$ cat config.mk
export PLATFORM = sky130hd
export DESIGN_NAME = wb_check_monitor
export DESIGN_NICKNAME = d
export VERILOG_FILES = /design/src/rtl/wb_check_monitor.sv
export SDC_FILE = /design/constraint.sdc
export NUM_CORES = 1
export LEC_CHECK = 0
export CAP_MARGIN = 20
export CORE_AREA = 2 2 120 122
export DETAILED_ROUTE_END_ITERATION = 6
export DIE_AREA = 0 0 122 124
export PLACE_DENSITY = 0.81
export SYNTH_ARGS = -nofsm -noshare
export SYNTH_HDL_FRONTEND = slang
export SYNTH_SLANG_ARGS = --single-unit
$ cat constraint.sdc
create_clock -name clk_i -period 7.2 [get_ports clk_i]
set_clock_uncertainty 0.15 [all_clocks]
set_input_delay 0.72 -clock clk_i [delete_from_list [all_inputs] [get_ports clk_i]]
set_output_delay 0.72 -clock clk_i [all_outputs]
set_load 0.02 [all_outputs]
$ cat src/rtl/wb_check_monitor.sv
// Writeback monitor: compares core register-file writes against a programmed table of (rd, value) pairs.
// Optional timeout between matches is built when WB_CHECK_TIMEOUT_EN is defined.
module wb_check_monitor #(
    parameter int XLEN           = 32,
    parameter int NUM_CHECKS     = 4,
    parameter int REG_AW         = 5,
    parameter int TIMEOUT_CYCLES = 64,
    localparam int IW = (NUM_CHECKS > 1) ? $clog2(NUM_CHECKS) : 1,
    localparam int CW = $clog2(NUM_CHECKS + 1)
) (
    input  logic              clk_i,
    input  logic              reset_i,
    input  logic              exp_we_i,
    input  logic [IW-1:0]     exp_idx_i,
    input  logic [REG_AW-1:0] exp_rd_i,
    input  logic [XLEN-1:0]   exp_data_i,
    input  logic              start_i,
    input  logic              wb_en_i,
    input  logic [REG_AW-1:0] wb_rd_i,
    input  logic [XLEN-1:0]   wb_data_i,
    output logic              busy_o,
    output logic              done_o,
    output logic              pass_o,
    output logic              fail_o,
    output logic [1:0]        fail_code_o,
    output logic [IW-1:0]     fail_idx_o,
    output logic [XLEN-1:0]   fail_data_o,
    output logic [CW-1:0]     checks_done_o
);

    typedef enum logic [1:0] {S_IDLE, S_RUN, S_PASS, S_FAIL} state_t;

    state_t            state_q, state_d;
    logic [IW-1:0]     ptr_q, ptr_d;
    logic [CW-1:0]     cd_q, cd_d;
    logic [1:0]        fcode_q, fcode_d;
    logic [IW-1:0]     fidx_q, fidx_d;
    logic [XLEN-1:0]   fdata_q, fdata_d;
    logic              busy_q, done_q, pass_q, fail_q;

    logic [REG_AW-1:0] tbl_rd_q   [NUM_CHECKS];
    logic [XLEN-1:0]   tbl_data_q [NUM_CHECKS];
    logic              hit;

`ifdef WB_CHECK_TIMEOUT_EN
    localparam int TW = $clog2(TIMEOUT_CYCLES);
    logic [TW-1:0]     timer_q, timer_d;
`endif

    // Table is deliberately not reset so it survives a run abort.
    always_ff @(posedge clk_i) begin
        if (exp_we_i && state_q != S_RUN && int'(exp_idx_i) < NUM_CHECKS) begin
            tbl_rd_q[exp_idx_i]   <= exp_rd_i;
            tbl_data_q[exp_idx_i] <= exp_data_i;
        end
    end

    assign hit = wb_en_i && (wb_rd_i != '0) && (wb_rd_i == tbl_rd_q[ptr_q]);

    always_comb begin
        state_d = state_q;
        ptr_d   = ptr_q;
        cd_d    = cd_q;
        fcode_d = fcode_q;
        fidx_d  = fidx_q;
        fdata_d = fdata_q;
`ifdef WB_CHECK_TIMEOUT_EN
        timer_d = timer_q;
`endif
        case (state_q)
            S_RUN: begin
                if (hit) begin
                    if (wb_data_i == tbl_data_q[ptr_q]) begin
                        cd_d = cd_q + CW'(1);
`ifdef WB_CHECK_TIMEOUT_EN
                        timer_d = '0;
`endif
                        if (ptr_q == IW'(NUM_CHECKS - 1)) state_d = S_PASS;
                        else                              ptr_d   = ptr_q + IW'(1);
                    end else begin
                        state_d = S_FAIL;
                        fcode_d = 2'b01;
                        fidx_d  = ptr_q;
                        fdata_d = wb_data_i;
                    end
                end
`ifdef WB_CHECK_TIMEOUT_EN
                else if (timer_q == TW'(TIMEOUT_CYCLES - 1)) begin
                    state_d = S_FAIL;
                    fcode_d = 2'b10;
                    fidx_d  = ptr_q;
                    fdata_d = '0;
                end else begin
                    timer_d = timer_q + TW'(1);
                end
`endif
            end
            default: begin
                if (start_i) begin
                    state_d = S_RUN;
                    ptr_d   = '0;
                    cd_d    = '0;
                    fcode_d = 2'b00;
                    fidx_d  = '0;
                    fdata_d = '0;
`ifdef WB_CHECK_TIMEOUT_EN
                    timer_d = '0;
`endif
                end
            end
        endcase
    end

    always_ff @(posedge clk_i) begin
        if (!reset_i) begin
            state_q <= S_IDLE;
            ptr_q   <= '0;
            cd_q    <= '0;
            fcode_q <= 2'b00;
            fidx_q  <= '0;
            fdata_q <= '0;
            busy_q  <= 1'b0;
            done_q  <= 1'b0;
            pass_q  <= 1'b0;
            fail_q  <= 1'b0;
`ifdef WB_CHECK_TIMEOUT_EN
            timer_q <= '0;
`endif
        end else begin
            state_q <= state_d;
            ptr_q   <= ptr_d;
            cd_q    <= cd_d;
            fcode_q <= fcode_d;
            fidx_q  <= fidx_d;
            fdata_q <= fdata_d;
            busy_q  <= (state_d == S_RUN);
            done_q  <= (state_d == S_PASS) || (state_d == S_FAIL);
            pass_q  <= (state_d == S_PASS);
            fail_q  <= (state_d == S_FAIL);
`ifdef WB_CHECK_TIMEOUT_EN
            timer_q <= timer_d;
`endif
        end
    end

    assign busy_o        = busy_q;
    assign done_o        = done_q;
    assign pass_o        = pass_q;
    assign fail_o        = fail_q;
    assign fail_code_o   = fcode_q;
    assign fail_idx_o    = fidx_q;
    assign fail_data_o   = fdata_q;
    assign checks_done_o = cd_q;

endmodule

==> impl_metrics.yaml <==
run_status:
  status: "complete, no violations"
clock_network:
  cts.repair.resized: 0
  h-tree-depth: 4
  post_cts.repair.setup_buffers: 0
  ctsRootBufferMaster: "clkbuf_16"
  cts_tree: "yes"
  cts.clk_slew.worst_paths_ns: 0.06
  clockBufferDepth: 2
  cts_buffers: 17
  clk_latency_ns: 0.43
  cts_num_sinks: 196
  postCtsHoldBufs: 0
floorplan:
  core_um2: 13720
  die_height_um: 124
  io_pins: 124
  initial_core_util_pct: 56.84
  die_area_um2: 15130
  fp.dieW_um: 122
  placementRows: 43
critical_path:
  critical_path_peak_fanout: 34
  worstPathArrival_ns: 3.99
  worstSetupPathType: "reg2reg"
  worstSetupEndpointType: "flip-flop"
  cp_data_required_time_ns: 7.37
  r2r_setup_slack_ns: 3.38
  critPathLaunchType: "flip-flop"
synth:
  synth.avg_cell_area_um2: 17.14
  synth_top_area_cell: "edfxtp_1"
  synth_enable_flop_cells: 148
  synth_area_leaders: "edfxtp_1 57%, dfxtp_1 12%, mux4_2 11%, mux2i_1 5.0%, nand2_1 3.8%"
  synth.most_common_cell: "edfxtp_1"
  synth_cells: 455
  synth-seq-cells: 196
  synth_top_area_share_pct: 57.00
  async_flop_share_pct: 0
  synthTopCellsByCount: "148 x edfxtp_1, 79 x nand2_1, 48 x dfxtp_1"
  syn-cell-area_um2: 7797
  yosysSeqAreaShare_pct: 69.32
  synth_fp_nets: 538
  yosysWarnings: 0
  synthDistinctLibCells: 40
  ys.flop_type: "edfxtp_1"
detailed_routing:
  ant_nets: 0
  drc_errors: 0
  wl_per_cell_um: 20.45
  firstDrtPassIters: 5
  wl_met2_mm: 8.145
  drtIter0Drc: 307
  wirelength_met1_mm: 6.438
  highest_layer: "met4"
  drt-total-wl_mm: 15.80
  vias: 4368
  via_per_inst: 5.651
  wl_met3_um: 877
sta:
  layout_setup_ws_ns: 3.379
  tightest_slew_ns: 1.050
  grt_setup_unrepaired: "no"
  fmax_mhz: 261.7
  slew_viol_final: 0
  finalCritPeriodShare_pct: 53.07
  finalHoldViolCount: 0
  slew_headroom_pct: 30.03
  setup_tns_ns: 0
  setup_viol: 0
  fin_crit_ns: 3.821
final_layout:
  synthToLayoutAreaGrowth_pct: 24.52
  finalInstanceArea_um2: 9709
  drive_gt1_share_pct: 14.17
  antenna_cells: 0
  finalNetCount: 663
  final_util_pct: 70.77
run:
  cap_viol_max_count: 0
placed_design:
  hpwl_mm: 10.05
  place_congestion: 0.7521
  numPortBuffers: 122
  dpl_cell_area_um2: 9131
  place_ws_ns: 3.375
grt:
  first_global_vias: 4524
  grt_use_total_pct: 22.07
  antenna_found_initial: 0
  grt_max_degree: 47
  grt_pass1_wl_mm: 24.30
  grt_overflow_total: 0
power_and_ir_drop:
  p_per_area_nw_per_um2: 231.5
  irDropWorstVdd_mv: 0.1492
  p_leak_nw: 3.137
  finalPower_mw: 2.247
worst_hold_path:
  min_path_type: "reg2reg"
==> worst max-delay path: stages (launching register included) <==
cell	delay [ns]
dfxtp_2	0.77
buf_4	0.50
mux4_2	0.57
xnor2_1	0.19
nand4_1	0.27
nor4_4	0.46
a21oi_4	0.13
buf_4	0.34
o221a_2	0.32
==> registers in the layout (all words and copies together), names as in the netlist, 2 cells and up, named ones only <==
signal,count
ptr_q,2
fail_idx_o,2
state_q,2
tbl_rd_q,20
fail_data_o,32
checks_done_o,3
tbl_data_q,128
==> where the power goes <==
part           internal (mW)  total (mW)  switching [mW]
combinational         0.0643       0.127          0.0623
sequential              1.24        1.25         0.00593
clock                  0.508       0.875           0.367
total                   1.81        2.25           0.435
==> routing by layer <==
layer / vias up / global-route usage (%)
met4: 0 / 9.195
met3: 25 / 4.853
met2: 161 / 38.02
li1: 1981 / -
met5: - / 0
met1: 2201 / 27.23
==> final cells by class <==
type,count,area (µm²)
Clock buffer,25,495.5
Clock inverter,7,55.05
Fill cell,885,4010
Inverter,1,3.754
Multi-Input combinational cell,236,2241
Sequential cell,196,5408
Tap cell,180,225.2
Timing Repair Buffer,128,1281
==> final timing paths <==
path / cells past startpoint / from / end
min: 2 / fail_data_o[24]$_SDFFE_PN0P_ / fail_data_o[24]$_SDFFE_PN0P_
max: 8 / flip-flop / fail_o$_SDFF_PN0_
min reg2reg: 2 / fail_data_o[24]$_SDFFE_PN0P_ / fail_data_o[24]$_SDFFE_PN0P_
max reg2reg: 8 / flip-flop / fail_o$_SDFF_PN0_
==> kinds of logic after synthesis <==
family / synth area share [%]
DFF: 69.32
buffers and inverters: 2.391
xor gates and xnor gates: 4.333
other: 0.04809
muxes: 15.69
adders and majority gates: 0.3209
and+or+nand+nor: 6.563
AOI/OAI and AO/OA: 1.332
==> through the flow <==
step | hold WS (ns) | instances
finish | 0.3095 | 773
global route | 0.3217 | 773
CTS | 0.3084 | 772
detailed placement | 0.2986 | 740
global placement | 0.2937 | 740
floorplan | 0.3050 | 455
==> layout by cell type, fill, tap and decap left out, types with 3 or more instances in the layout <==
master and instances:
clkbuf_16 17, clkbuf_8 4, nand3_1 3, mux4_2 37, edfxtp_1 148, nand4_1 9, clkbuf_1 4, clkinv_1 4
xnor2_1 30, clkdlybuf4s50_1 121, dfxtp_1 46, buf_4 5, nand2_1 79, mux2i_1 39, xor2_1 3, xnor2_2 3
nand2b_1 4
Note: power is estimated with default switching activity, not from simulation.
==> RTL change 1: new RTL, same settings <==
The option `WB_CHECK_TIMEOUT_EN` is turned on by a define.
--- a/src/rtl/wb_check_monitor.sv
+++ b/src/rtl/wb_check_monitor.sv
@@ -2,2 +2,4 @@
 // Optional timeout between matches is built when WB_CHECK_TIMEOUT_EN is defined.
+`define WB_CHECK_TIMEOUT_EN
+
 module wb_check_monitor #(
Formal check against the unedited RTL: same outputs for any inputs over 4 cycles, from zero or initial values and one cycle with reset_i low; that may be too few to reach the edited logic, so the function may still have changed.
==> RTL change 1 against the original RTL <==
Sequential cell count rose by 7; routed wire length increased by 2.9%; synthesized cell count decreased by 5.3%; setup slack worse by 0.35 ns; total power up 9.0%; die area stayed put; non-clock buffer count rose by 2; synthesized area rose by 0.27%; clock power increased by 18%; largest power group unchanged; design area rose by 1.8%.
==> RTL change 1: results <==
set metrics [dict create \
    ir_worst_vdd_v 0.000161 \
    numPortBuffers 123 \
    largest_reg_flops 128 \
    synth_area_leaders "edfxtp_1, dfxtp_1, mux4_2, xnor2_1, a22o_1" \
    numCtsBuffers 20 \
    synth_edf_count 148 \
    crit_fanout 31 \
    cpMaxStageDelayCell "mux4_2" \
    p_leak_nw 3.23 \
    dp.cells 721 \
    reg2reg_depth 9 \
    fin_cells 758 \
    arrival_ns 4.44 \
    tightest_slew_ns 1.00 \
    place_congestion 0.846 \
    first_pass_iters 4 \
    ys.flop_type "edfxtp_1" \
    yosys-top-cells-count "edfxtp_1, dfxtp_1, mux4_2" \
    drive_above_1_share 0.164 \
    grt_max_degree 38 \
    syn_nets 515 \
    hp-start "fail_code_o[1]" \
    cpPeakStageDelay_ns 0.62 \
    async_reset_ff_frac 0 \
    yosysSeqAreaShare 0.709 \
    outcome "finished clean" \
    syn_inst 431 \
    layout.nets 648 \
    routedWlPerCell_um 21.5 \
    synth_cell_types 43 \
    grt_pass1_vias 4498 \
    dpl.hpwl_mm 10.1 \
    htree_levels 1 \
    timing.rr.end "fail_data_o[11]" \
    viasPerCell 5.90 \
    drtIter0Drc 417 \
    grt_use_total 0.219 \
    reg2reg_slack_ns 3.03 \
    worst_skew_pair.late_latency_ns 0.48 \
    grt_pass1_wl_mm 24.9 \
    clockBufferDepth 3 \
]
## RTL change 1: logic make-up after synthesis
group / count (synthesis) / share of synthesized area
AO/OA/AOI/OAI: 62 / 0.0661
XOR/XNOR: 36 / 0.0403
adder cells (fa/ha/maj): 3 / 0.00480
buffers and inverters: 24 / 0.0213
flip-flops: 203 / 0.709
multiplexers: 40 / 0.110
AND/OR/NAND/NOR: 63 / 0.0478
## RTL change 1: metrics by stage
stage | worst slack, ns | hold WS, ns
final | 3.03 | 0.333
after global routing | 2.73 | 0.350
after floorplan | 3.23 | 0.295
after detailed placement | 2.90 | 0.316
after CTS | 2.84 | 0.331
after global placement | 3.08 | 0.313
## RTL change 1: how the worst min path moves through the flow
stage	depth (start not counted)	slack [ns]	endpoint
floorplan	1	0.29	timer_q[3]
global placement	1	0.31	fail_data_o[0]
detailed placement	1	0.32	fail_code_o[1]
CTS	1	0.33	fail_code_o[1]
global route	1	0.35	fail_data_o[6]
finish	1	0.33	fail_code_o[1]
## RTL change 1: routing by layer
| metal | vias to the layer above | track usage | wire length (µm) |
|---|---|---|---|
| met5 | - | 0 | 0 |
| met3 | 27 | 0.0380 | 1060 |
| li1 | 1993 | - | - |
| met2 | 189 | 0.368 | 8110 |
| met1 | 2263 | 0.299 | 6720 |
| met4 | 0 | 0.0632 | 374 |
## RTL change 1: power breakdown
part           switching, mW  internal [mW]
clock network          0.417          0.613
registers            0.00635           1.28
logic                 0.0686         0.0654
total                  0.491           1.96
## RTL change 1: worst max-delay path, delay by kind of cell, from the launching register on
kind                   cells  cell delay, ns
AND/OR/NAND/NOR            2            0.86
buffers and inverters      2            0.94
AO/OA/AOI/OAI              4            1.03
flip-flops                 1            0.46
multiplexers               1            0.62
## RTL change 1: layout make-up
cell class	count	area, µm²
fill	843	3830
clock buffer	28	592
tap	180	225
multi-input combinational	204	2130
sequential	203	5550
timing repair buffer	130	1300
clock inverter	8	72.6
inverter	5	18.8
==> RTL change 2: new RTL, config.mk and constraints unchanged <==
Made on the original files. Make the reset (`reset_i`) asynchronous in one clocked block.
--- a/src/rtl/wb_check_monitor.sv
+++ b/src/rtl/wb_check_monitor.sv
@@ -113,3 +113,3 @@
 
-    always_ff @(posedge clk_i) begin
+    always_ff @(posedge clk_i or negedge reset_i) begin
         if (!reset_i) begin
Function: differs if reset_i is asserted again (counterexample within 4 cycles, from zero or initial values and one cycle with reset_i low); with reset_i held inactive, the same outputs for 4 cycles.
==> RTL change 2 against the original RTL <==
Sequential cell count is 2 lower; design area is 1.6% higher; hold slack worse by 0.27 ns; non-clock buffer count is 2 higher; setup slack worse by 0.23 ns; first-iteration DRC count is 2.9% higher; routed wire length is 0.89% higher; critical path depth stayed put; synthesized area is 0.83% higher; highest routed layer is now met5.
Power is not compared: it rests on default switching activity, and its combinational part moved more than twofold at a synthesized area within 25%.
==> RTL change 2: results <==
set metrics [dict create \
    outcome "finished clean" \
    ys.flop_type "edfxtp_1" \
    hp-class "in2async" \
    viasPerCell 5.55 \
    yosysSeqAreaShare 0.712 \
    internal_power_mw 1.86 \
    powerDensity_nw_per_um2 247 \
    clkTransAtPathRegs_ns 0.07 \
    cpPeakStageDelay_ns 0.64 \
    layout.nets 661 \
    syn_nets 529 \
    syn_inst 446 \
    numCtsBuffers 17 \
    drtIter0Drc 316 \
    dpl.hpwl_mm 10.4 \
    numPortBuffers 122 \
    tightest_slew_ns 0.985 \
    grt_use_total 0.222 \
    htree_levels 4 \
    place_congestion 0.854 \
    post-cts-setup-buffers 0 \
    root_buffer "clkbuf_16" \
    grt_max_degree 47 \
    reg2reg_depth 8 \
    cpMaxStageDelayCell "a21boi_4" \
    synth_edf_count 148 \
    grt_overflow_total 0 \
    regMostFlops "tbl_data_q" \
    wl_mm 15.9 \
    p_leak_nw 3.49 \
    yosys-top-cells-count "edfxtp_1, dfrtp_1, nand2_1" \
    synth_cell_types 33 \
    synth_area_leaders "edfxtp_1, dfrtp_1, mux4_2, mux2i_1, xnor2_1" \
    dp.cells 738 \
    n_fill_cell 861 \
    worst_skew_pair.late_latency_ns 0.43 \
    grt_antenna_before_repair 1 \
    grt_pass1_wl_mm 24.2 \
    crit_fanout 29 \
    ir_worst_vdd_v 0.000214 \
    grt_pass1_vias 4552 \
    fin_cells 771 \
    async_reset_ff_frac 0.237 \
    first_pass_iters 5 \
    largest_reg_flops 128 \
    ys_warn_count 0 \
    drive_above_1_share 0.149 \
    cts-resized-gates 0 \
    antenna_cells 0 \
    clockBufferDepth 2 \
]
RTL change 2: power groups by stage:
stage | Sequential (mW) | Combinational, mW | Clock (mW)
after floorplan | 1.34 | 0.0523 | 0
after global placement | 1.29 | 0.250 | 0
after detailed placement | 1.29 | 0.257 | 0
after CTS | 1.27 | 0.259 | 0.917
after global routing | 1.27 | 0.276 | 0.961
final | 1.27 | 0.258 | 0.905
RTL change 2: worst max-delay path: cells and delay by family, from the launching register on:
family / cells / cell delay [ns]
and+or+nand+nor: 1 / 0.33
buffers and inverters: 2 / 1.05
muxes: 2 / 0.82
AOI/OAI and AO/OA: 2 / 0.82
xor gates and xnor gates: 1 / 0.14
DFF: 1 / 0.63
RTL change 2: worst paths after layout:
kind	start	end	slack, ns
hold / removal	reset_i	fail_data_o[1]	0.03
setup / recovery	ptr_q[0]	fail_data_o[6]	3.15
max in group asynchronous	reset_i	ptr_q[1]	6.34
min in group clk_i	fail_code_o[0]	fail_code_o[0]	0.33
hold reg to reg	fail_code_o[0]	fail_code_o[0]	0.33
setup reg to reg	ptr_q[0]	fail_data_o[6]	3.15
RTL change 2: area by class of cell:
cell class | count | share of cell area
inverter | 37 | 0.0141
timing repair buffer | 130 | 0.131
sequential | 194 | 0.567
clock buffer | 17 | 0.0431
tap | 180 | 0.0228
clock inverter | 15 | 0.0148
multi-input combinational | 198 | 0.207
RTL change 2: cell families after synthesis:
kind of cell	synth area share
DFF	0.712
muxes	0.156
and+or+nand+nor	0.0466
buffers and inverters	0.0333
xor gates and xnor gates	0.0401
AOI/OAI and AO/OA	0.00907
adders and majority gates	0.00318
other	0.000477
RTL change 2: stage by stage:
step	power [mW]	hold WS [ns]	cell area (µm²)	setup slack (ns)
final	2.43	0.0348	9860	3.15
after CTS	2.44	0.332	9840	3.07
after floorplan	1.39	0.274	7860	3.23
after global placement	1.54	0.311	9270	3.23
after global routing	2.51	0.0316	9860	2.82
after detailed placement	1.55	0.317	9270	3.11
RTL change 2: metal layers:
metal  vias to the layer above  share of wire  global-route usage
met5                         -        0.00082                   0
met4                         2          0.016              0.0797
met3                        24          0.063              0.0554
met2                       159           0.53               0.390
met1                      2169           0.38               0.268
li1                       1926              -                   -
